File: src/rtl/dm_sba_master.sv
// dm_sba_master: bus-master side of debug-module System Bus Access.
// Takes the SBA access triggers and SBCS fields from the register block.
// Runs one 32-bit req/gnt/rvalid transaction at a time on the system bus.
// Returns read data, error code, busy and the post-access address.
//
// Ports:
//   clk_i, rst_ni          clock, synchronous active-low reset
//   sb*_i                  SBAddress0/SBData0 values, access strobes, SBCS fields
//   sbaddress_o            address after the access (auto-incremented on success)
//   sbdata_o/_valid_o      right-aligned read data and its one-cycle pulse
//   sbbusy_o               transaction in flight (REQ/WAIT)
//   sberror_o/_valid_o     error code and its one-cycle pulse
//   master_*               system-bus master port
//
// Optional feature: define SBA_TIMEOUT_EN to abort with sberror=1 when gnt or
// rvalid does not arrive within TimeoutCycles cycles.
module dm_sba_master #(
  parameter int unsigned BusWidth      = 32,
  parameter int unsigned TimeoutCycles = 256
) (
  input  logic                clk_i,
  input  logic                rst_ni,
  input  logic [BusWidth-1:0] sbaddress_i,
  input  logic [BusWidth-1:0] sbdata_i,
  input  logic                sbaddress_write_valid_i,
  input  logic                sbdata_read_valid_i,
  input  logic                sbdata_write_valid_i,
  input  logic                sbautoincrement_i,
  input  logic                sbreadonaddr_i,
  input  logic                sbreadondata_i,
  input  logic [2:0]          sbaccess_i,
  output logic [BusWidth-1:0] sbaddress_o,
  output logic [BusWidth-1:0] sbdata_o,
  output logic                sbdata_valid_o,
  output logic                sbbusy_o,
  output logic [2:0]          sberror_o,
  output logic                sberror_valid_o,
  output logic                master_req_o,
  output logic [BusWidth-1:0] master_add_o,
  output logic                master_we_o,
  output logic [BusWidth-1:0] master_wdata_o,
  output logic [3:0]          master_be_o,
  input  logic                master_gnt_i,
  input  logic                master_r_valid_i,
  input  logic                master_r_err_i,
  input  logic [BusWidth-1:0] master_r_rdata_i
);

  // Only a 32-bit bus and a non-trivial timeout are meaningful.
  if (BusWidth != 32 || TimeoutCycles < 2) begin : g_param_check
    $error("dm_sba_master: unsupported BusWidth or TimeoutCycles");
  end

  typedef enum logic [1:0] {Idle, Req, Wait, Done} state_e;

  state_e        state_q, state_d;
  logic [31:0]   addr_q, addr_d;
  logic [1:0]    access_q, access_d;
  logic          autoinc_q, autoinc_d;
  logic          req_d, busy_d, we_d;
  logic [31:0]   add_d, wdata_d, sbaddress_d, sbdata_d;
  logic [3:0]    be_d;
  logic          sbdata_valid_d, sberror_valid_d;
  logic [2:0]    sberror_d;

  logic          trig_write, trig_read, misaligned;
  logic [31:0]   rdata_shifted, rdata_mask;
  logic          timeout_hit;

`ifdef SBA_TIMEOUT_EN
  localparam int unsigned CntW = $clog2(TimeoutCycles);
  logic [CntW-1:0] cnt_q, cnt_d;
  assign timeout_hit = (cnt_q == CntW'(TimeoutCycles - 1));
`else
  assign timeout_hit = 1'b0;
`endif

  assign trig_write = sbdata_write_valid_i;
  assign trig_read  = (sbaddress_write_valid_i & sbreadonaddr_i) |
                      (sbdata_read_valid_i & sbreadondata_i);

  // Alignment to 2^sbaccess bytes; only meaningful for sbaccess <= 2.
  always_comb begin
    misaligned = 1'b0;
    case (sbaccess_i)
      3'd1:    misaligned = sbaddress_i[0];
      3'd2:    misaligned = |sbaddress_i[1:0];
      default: misaligned = 1'b0;
    endcase
  end

  // Read data right-aligned from the addressed lane, then masked to size.
  assign rdata_shifted = master_r_rdata_i >> {addr_q[1:0], 3'b000};
  always_comb begin
    case (access_q)
      2'd0:    rdata_mask = 32'h0000_00FF;
      2'd1:    rdata_mask = 32'h0000_FFFF;
      default: rdata_mask = 32'hFFFF_FFFF;
    endcase
  end

  // Next-state and registered-output logic.
  always_comb begin
    state_d         = state_q;
    addr_d          = addr_q;
    access_d        = access_q;
    autoinc_d       = autoinc_q;
    we_d            = master_we_o;
    add_d           = master_add_o;
    wdata_d         = master_wdata_o;
    be_d            = master_be_o;
    sbaddress_d     = sbaddress_o;
    sbdata_d        = sbdata_o;
    sberror_d       = sberror_o;
    sbdata_valid_d  = 1'b0;
    sberror_valid_d = 1'b0;
`ifdef SBA_TIMEOUT_EN
    cnt_d           = cnt_q + CntW'(1);
`endif

    case (state_q)
      Idle: begin
        if (trig_write || trig_read) begin
          addr_d    = sbaddress_i;
          access_d  = sbaccess_i[1:0];
          autoinc_d = sbautoincrement_i;
          if (sbaccess_i > 3'd2) begin
            sberror_d       = 3'd4;
            sberror_valid_d = 1'b1;
          end else if (misaligned) begin
            sberror_d       = 3'd3;
            sberror_valid_d = 1'b1;
          end else begin
            state_d = Req;
            we_d    = trig_write;
            add_d   = {sbaddress_i[31:2], 2'b00};
            wdata_d = sbdata_i << {sbaddress_i[1:0], 3'b000};
            case (sbaccess_i[1:0])
              2'd0:    be_d = 4'b0001 << sbaddress_i[1:0];
              2'd1:    be_d = 4'b0011 << sbaddress_i[1:0];
              default: be_d = 4'b1111;
            endcase
          end
        end
`ifdef SBA_TIMEOUT_EN
        cnt_d = '0;
`endif
      end
      Req: begin
        if (master_gnt_i) begin
          state_d = Wait;
`ifdef SBA_TIMEOUT_EN
          cnt_d   = '0;
`endif
        end else if (timeout_hit) begin
          state_d         = Done;
          sberror_d       = 3'd1;
          sberror_valid_d = 1'b1;
          sbaddress_d     = addr_q;
        end
      end
      Wait: begin
        if (master_r_valid_i) begin
          state_d = Done;
          if (master_r_err_i) begin
            sberror_d       = 3'd2;
            sberror_valid_d = 1'b1;
            sbaddress_d     = addr_q;
          end else begin
            sberror_d   = 3'd0;
            sbaddress_d = autoinc_q ? addr_q + (32'd1 << access_q) : addr_q;
            if (!master_we_o) begin
              sbdata_d       = rdata_shifted & rdata_mask;
              sbdata_valid_d = 1'b1;
            end
          end
        end else if (timeout_hit) begin
          state_d         = Done;
          sberror_d       = 3'd1;
          sberror_valid_d = 1'b1;
          sbaddress_d     = addr_q;
        end
      end
      default: begin
        state_d = Idle;
      end
    endcase

    req_d  = (state_d == Req);
    busy_d = (state_d == Req) || (state_d == Wait);
  end

  // State and output registers.
  always_ff @(posedge clk_i) begin
    if (!rst_ni) begin
      state_q         <= Idle;
      addr_q          <= '0;
      access_q        <= '0;
      autoinc_q       <= 1'b0;
      master_req_o    <= 1'b0;
      master_add_o    <= '0;
      master_we_o     <= 1'b0;
      master_wdata_o  <= '0;
      master_be_o     <= '0;
      sbaddress_o     <= '0;
      sbdata_o        <= '0;
      sbdata_valid_o  <= 1'b0;
      sbbusy_o        <= 1'b0;
      sberror_o       <= '0;
      sberror_valid_o <= 1'b0;
`ifdef SBA_TIMEOUT_EN
      cnt_q           <= '0;
`endif
    end else begin
      state_q         <= state_d;
      addr_q          <= addr_d;
      access_q        <= access_d;
      autoinc_q       <= autoinc_d;
      master_req_o    <= req_d;
      master_add_o    <= add_d;
      master_we_o     <= we_d;
      master_wdata_o  <= wdata_d;
      master_be_o     <= be_d;
      sbaddress_o     <= sbaddress_d;
      sbdata_o        <= sbdata_d;
      sbdata_valid_o  <= sbdata_valid_d;
      sbbusy_o        <= busy_d;
      sberror_o       <= sberror_d;
      sberror_valid_o <= sberror_valid_d;
`ifdef SBA_TIMEOUT_EN
      cnt_q           <= cnt_d;
`endif
    end
  end

endmodule

File: config.mk
export PLATFORM = sky130hd
export DESIGN_NAME = dm_sba_master
export DESIGN_NICKNAME = d
export VERILOG_FILES = /design/src/rtl/dm_sba_master.sv
export SDC_FILE = /design/constraint.sdc
export NUM_CORES = 1
export LEC_CHECK = 0
export CAP_MARGIN = 10
export CORE_ASPECT_RATIO = 1.1
export CORE_UTILIZATION = 50
export DETAILED_ROUTE_END_ITERATION = 6
export GPL_ROUTABILITY_DRIVEN = 1
export GPL_TIMING_DRIVEN = 0
export PLACE_DENSITY = 0.95
export SETUP_SLACK_MARGIN = 0.4
export SLEW_MARGIN = 20
export SYNTH_ARGS = -nofsm -noshare
export SYNTH_HDL_FRONTEND = slang
export SYNTH_SLANG_ARGS = --single-unit
File: constraint.sdc
create_clock -name clk_i -period 4.1 [get_ports clk_i]
set_clock_uncertainty 0.1 [all_clocks]
set_input_delay 1.23 -clock clk_i [delete_from_list [all_inputs] [get_ports clk_i]]
set_output_delay 1.23 -clock clk_i [all_outputs]
set_load 0.02 [all_outputs]
==> qor.csv <==
metric;value;unit
HP Class;reg -> reg;
Seq pwr share;43.4;%
Worst-path clk slew;0.07;ns
Post-synth EDFFs;0;
Die Y;132;um
H-tree depth;4;
post-route ant nets;0;
CP endpoint kind;flop;
vias in the first global route;8050;
Vias;8197;
Wirelength per Cell;18.3;um
# nets final;1324;
Seq/Total Area, Yosys;45.6;%
num rows;47;
Max IR drop VDD;0.000339;V
die area;0.0159;mm^2
syn_area_per_cell;8.14;um^2
CTS tree;yes;
cells after synthesis;943;
Routed met1 length;10000;um
Max-slew headroom;45.4;%
Worst Path Required;4.36;ns
Hold Slack;0.352;ns
clk_lat worst skew;0.44;ns
layout cells sized above 1;5.57;%
Fill cells;1123;
Final Hold Fails;0;
Setup CP Type;in -> reg;
fin area;0.0110;mm^2
Internal;3080;uW
ys flop type;dfxtp_1;
gpl congestion;0.903;
Worst-Margin Slew;0.813;ns
Top Layer Used;met4;
Gate power share;16.6;%
status;finished, final reports clean;
Crit Path Max Fanout;10;
final setup TNS;0;ns
initial drt markers;642;
routed length on met2;12500;um
ys async rst share;0;%
switching power total;1180;uW
hold path cells;2;
static leakage;0.00395;uW
area post-placement;0.0104;mm^2
Core Util, Final;73.4;%
fin. max-slew vios;0;
die span in x;120;um
Global Route Usage Sum;32.4;%
PortBufs;245;
Antenna diodes;0;
Vias/cell;5.78;
global-route wire length before repair;40500;um
Sw Share;27.7;%
power share of the clock group;40.0;%
maximum root-to-sink buffer count;2;
fmax;290;MHz
initial antenna violation count;0;
DRT Wirelength;25900;um
crit path from;sbdata_read_valid_i;
Area Overhead vs Synth;43.3;%
critical path arrival;3.70;ns
Yosys cell types;55;
Pwr Density;387;mW/mm^2
max cap viols;0;
met3 wire length;2010;um
min Tclk post-route;3.44;ns
DP Wirelength;19100;um
Final Cycle Share;84.0;%
total gr overflow;0;
Final Setup Violations;0;
IO Count;250;
crit start category;primary input;
reg2reg path depth;8;
TritonRoute pass-1 iters;5;
worst hold start;sbdata_o[16];
largest net degree at the start of global routing;17;
Initial Util;51.2;%
clk sink count;175;
unrepaired setup endpoints after global routing;false;
CTS buffer count;17;
#FFs+latches synth;175;
mapped cell area;0.00768;mm^2
Post-route DRC;0;
Placeable Area;0.0150;mm^2
YS warnings;0;
reg-to-reg critical path startpoint;access_q[1];
clk root buf;clkbuf_16;
stage by stage:
step | power, uW | setup WS [ns] | instances
after CTS | 4240 | 0.510 | 1417
after floorplan | 2230 | 1.23 | 944
after detailed placement | 2570 | 0.186 | 1385
final | 4260 | 0.656 | 1417
after global placement | 2550 | 0.194 | 1385
after global routing | 4380 | 0.452 | 1417
Yosys cell counts (10+ instances only):
master | instances | area (um^2)
nand2_1 | 199 | 747
dfxtp_1 | 175 | 3500
a21oi_1 | 127 | 636
nor2_1 | 55 | 206
clkbuf_1 | 52 | 195
o21ai_0 | 47 | 235
a211oi_1 | 34 | 255
mux2i_1 | 33 | 330
nand3_1 | 30 | 150
nor3_1 | 24 | 120
nor2b_1 | 15 | 93.8
o211ai_1 | 11 | 82.6
xor2_1 | 11 | 96.3
a22oi_1 | 10 | 75.1
xnor2_1 | 10 | 87.6
critical path, cell delays in order:
cell	delay, ns
clkdlybuf4s50_1	0.46
a221oi_1	0.10
or3_1	0.32
clkbuf_1	0.24
nor2_1	0.44
clkbuf_2	0.35
buf_2	0.27
nand2_1	0.10
a21oi_1	0.18
power groups by stage:
stage | clock network [uW] | registers [uW] | logic (uW)
2_1_floorplan | 0 | 1930 | 308
3_3_place_gp | 0 | 1880 | 672
3_5_place_dp | 0 | 1880 | 687
4_1_cts | 1700 | 1850 | 696
5_1_grt | 1770 | 1850 | 756
6_report | 1700 | 1850 | 704
per-layer routing:
metal / track usage [%] / up-vias
met4: 20.1 / 0
li1: - / 3805
met5: 0 / -
met3: 6.14 / 109
met1: 37.0 / 3851
met2: 55.3 / 432
flip-flops by register name (all words and copies together) (netlist names):
name / cells
master_be_o: 4
master_wdata_o: 32
master_req_o: 1
access_q: 2
autoinc_q: 1
addr_q: 32
sbbusy_o: 1
state_q: 2
sberror_o: 3
sbdata_valid_o: 1
sbaddress_o: 32
master_add_o: 30
sberror_valid_o: 1
sbdata_o: 32
master_we_o: 1
cells in the final DEF (no fill, tap or decap), drive strengths merged, types with 4 or more instances in the layout:
master         instances
nor2                  57
mux2                   8
nor4                   6
nand4                  4
clkdlybuf4s50        245
dfxtp                175
or3                    5
xor2                  11
a21oi                127
a31oi                  4
nand3                 31
o21ai                 47
nand2                199
ha                     5
and4                   5
a22o                   8
buf                   24
clkinv                 6
a211oi                34
inv                    9
and2                   6
xnor2                 10
clkbuf                71
nor2b                 15
o211ai                11
and3                   5
nor3                  25
mux2i                 33
a22oi                 10
kinds of logic (layout without fill, tap and decap cells):
logic type | after synthesis | count (layout) | synth area share (%)
simple gates | 365 | 365 | 21.6
compound gates | 252 | 252 | 19.1
flops | 175 | 175 | 45.6
buf+inv | 82 | 359 | 4.66
mux | 41 | 41 | 5.48
xor+xnor | 21 | 21 | 2.40
fa+ha+maj | 6 | 6 | 1.08
other cells | 1 | 2 | 0.0489
final timing paths:
path	slack (ns)	endpoint
hold reg to reg	0.35	sbdata_o[16]
hold / removal	0.35	sbdata_o[16]
setup / recovery	0.66	master_add_o[15]
setup reg to reg	1.39	sbaddress_o[24]
area by class of cell:
class | count | area, um^2 | area share [%]
Timing Repair Buffer | 245 | 2450 | 22.3
Clock buffer | 18 | 439 | 3.99
Clock inverter | 14 | 183 | 1.66
Inverter | 5 | 18.8 | 0.171
Multi-Input combinational cell | 687 | 3820 | 34.7
Sequential cell | 175 | 3500 | 31.8
Buffer | 77 | 340 | 3.09
Tap cell | 196 | 245 | 2.23
repair_timing:
item,CTS,global route
setup endpoints to repair,0,18
resized for setup,0,2
hold buffers,0,0
buffers inserted,0,0
Note: power is estimated with default switching activity, not from simulation.
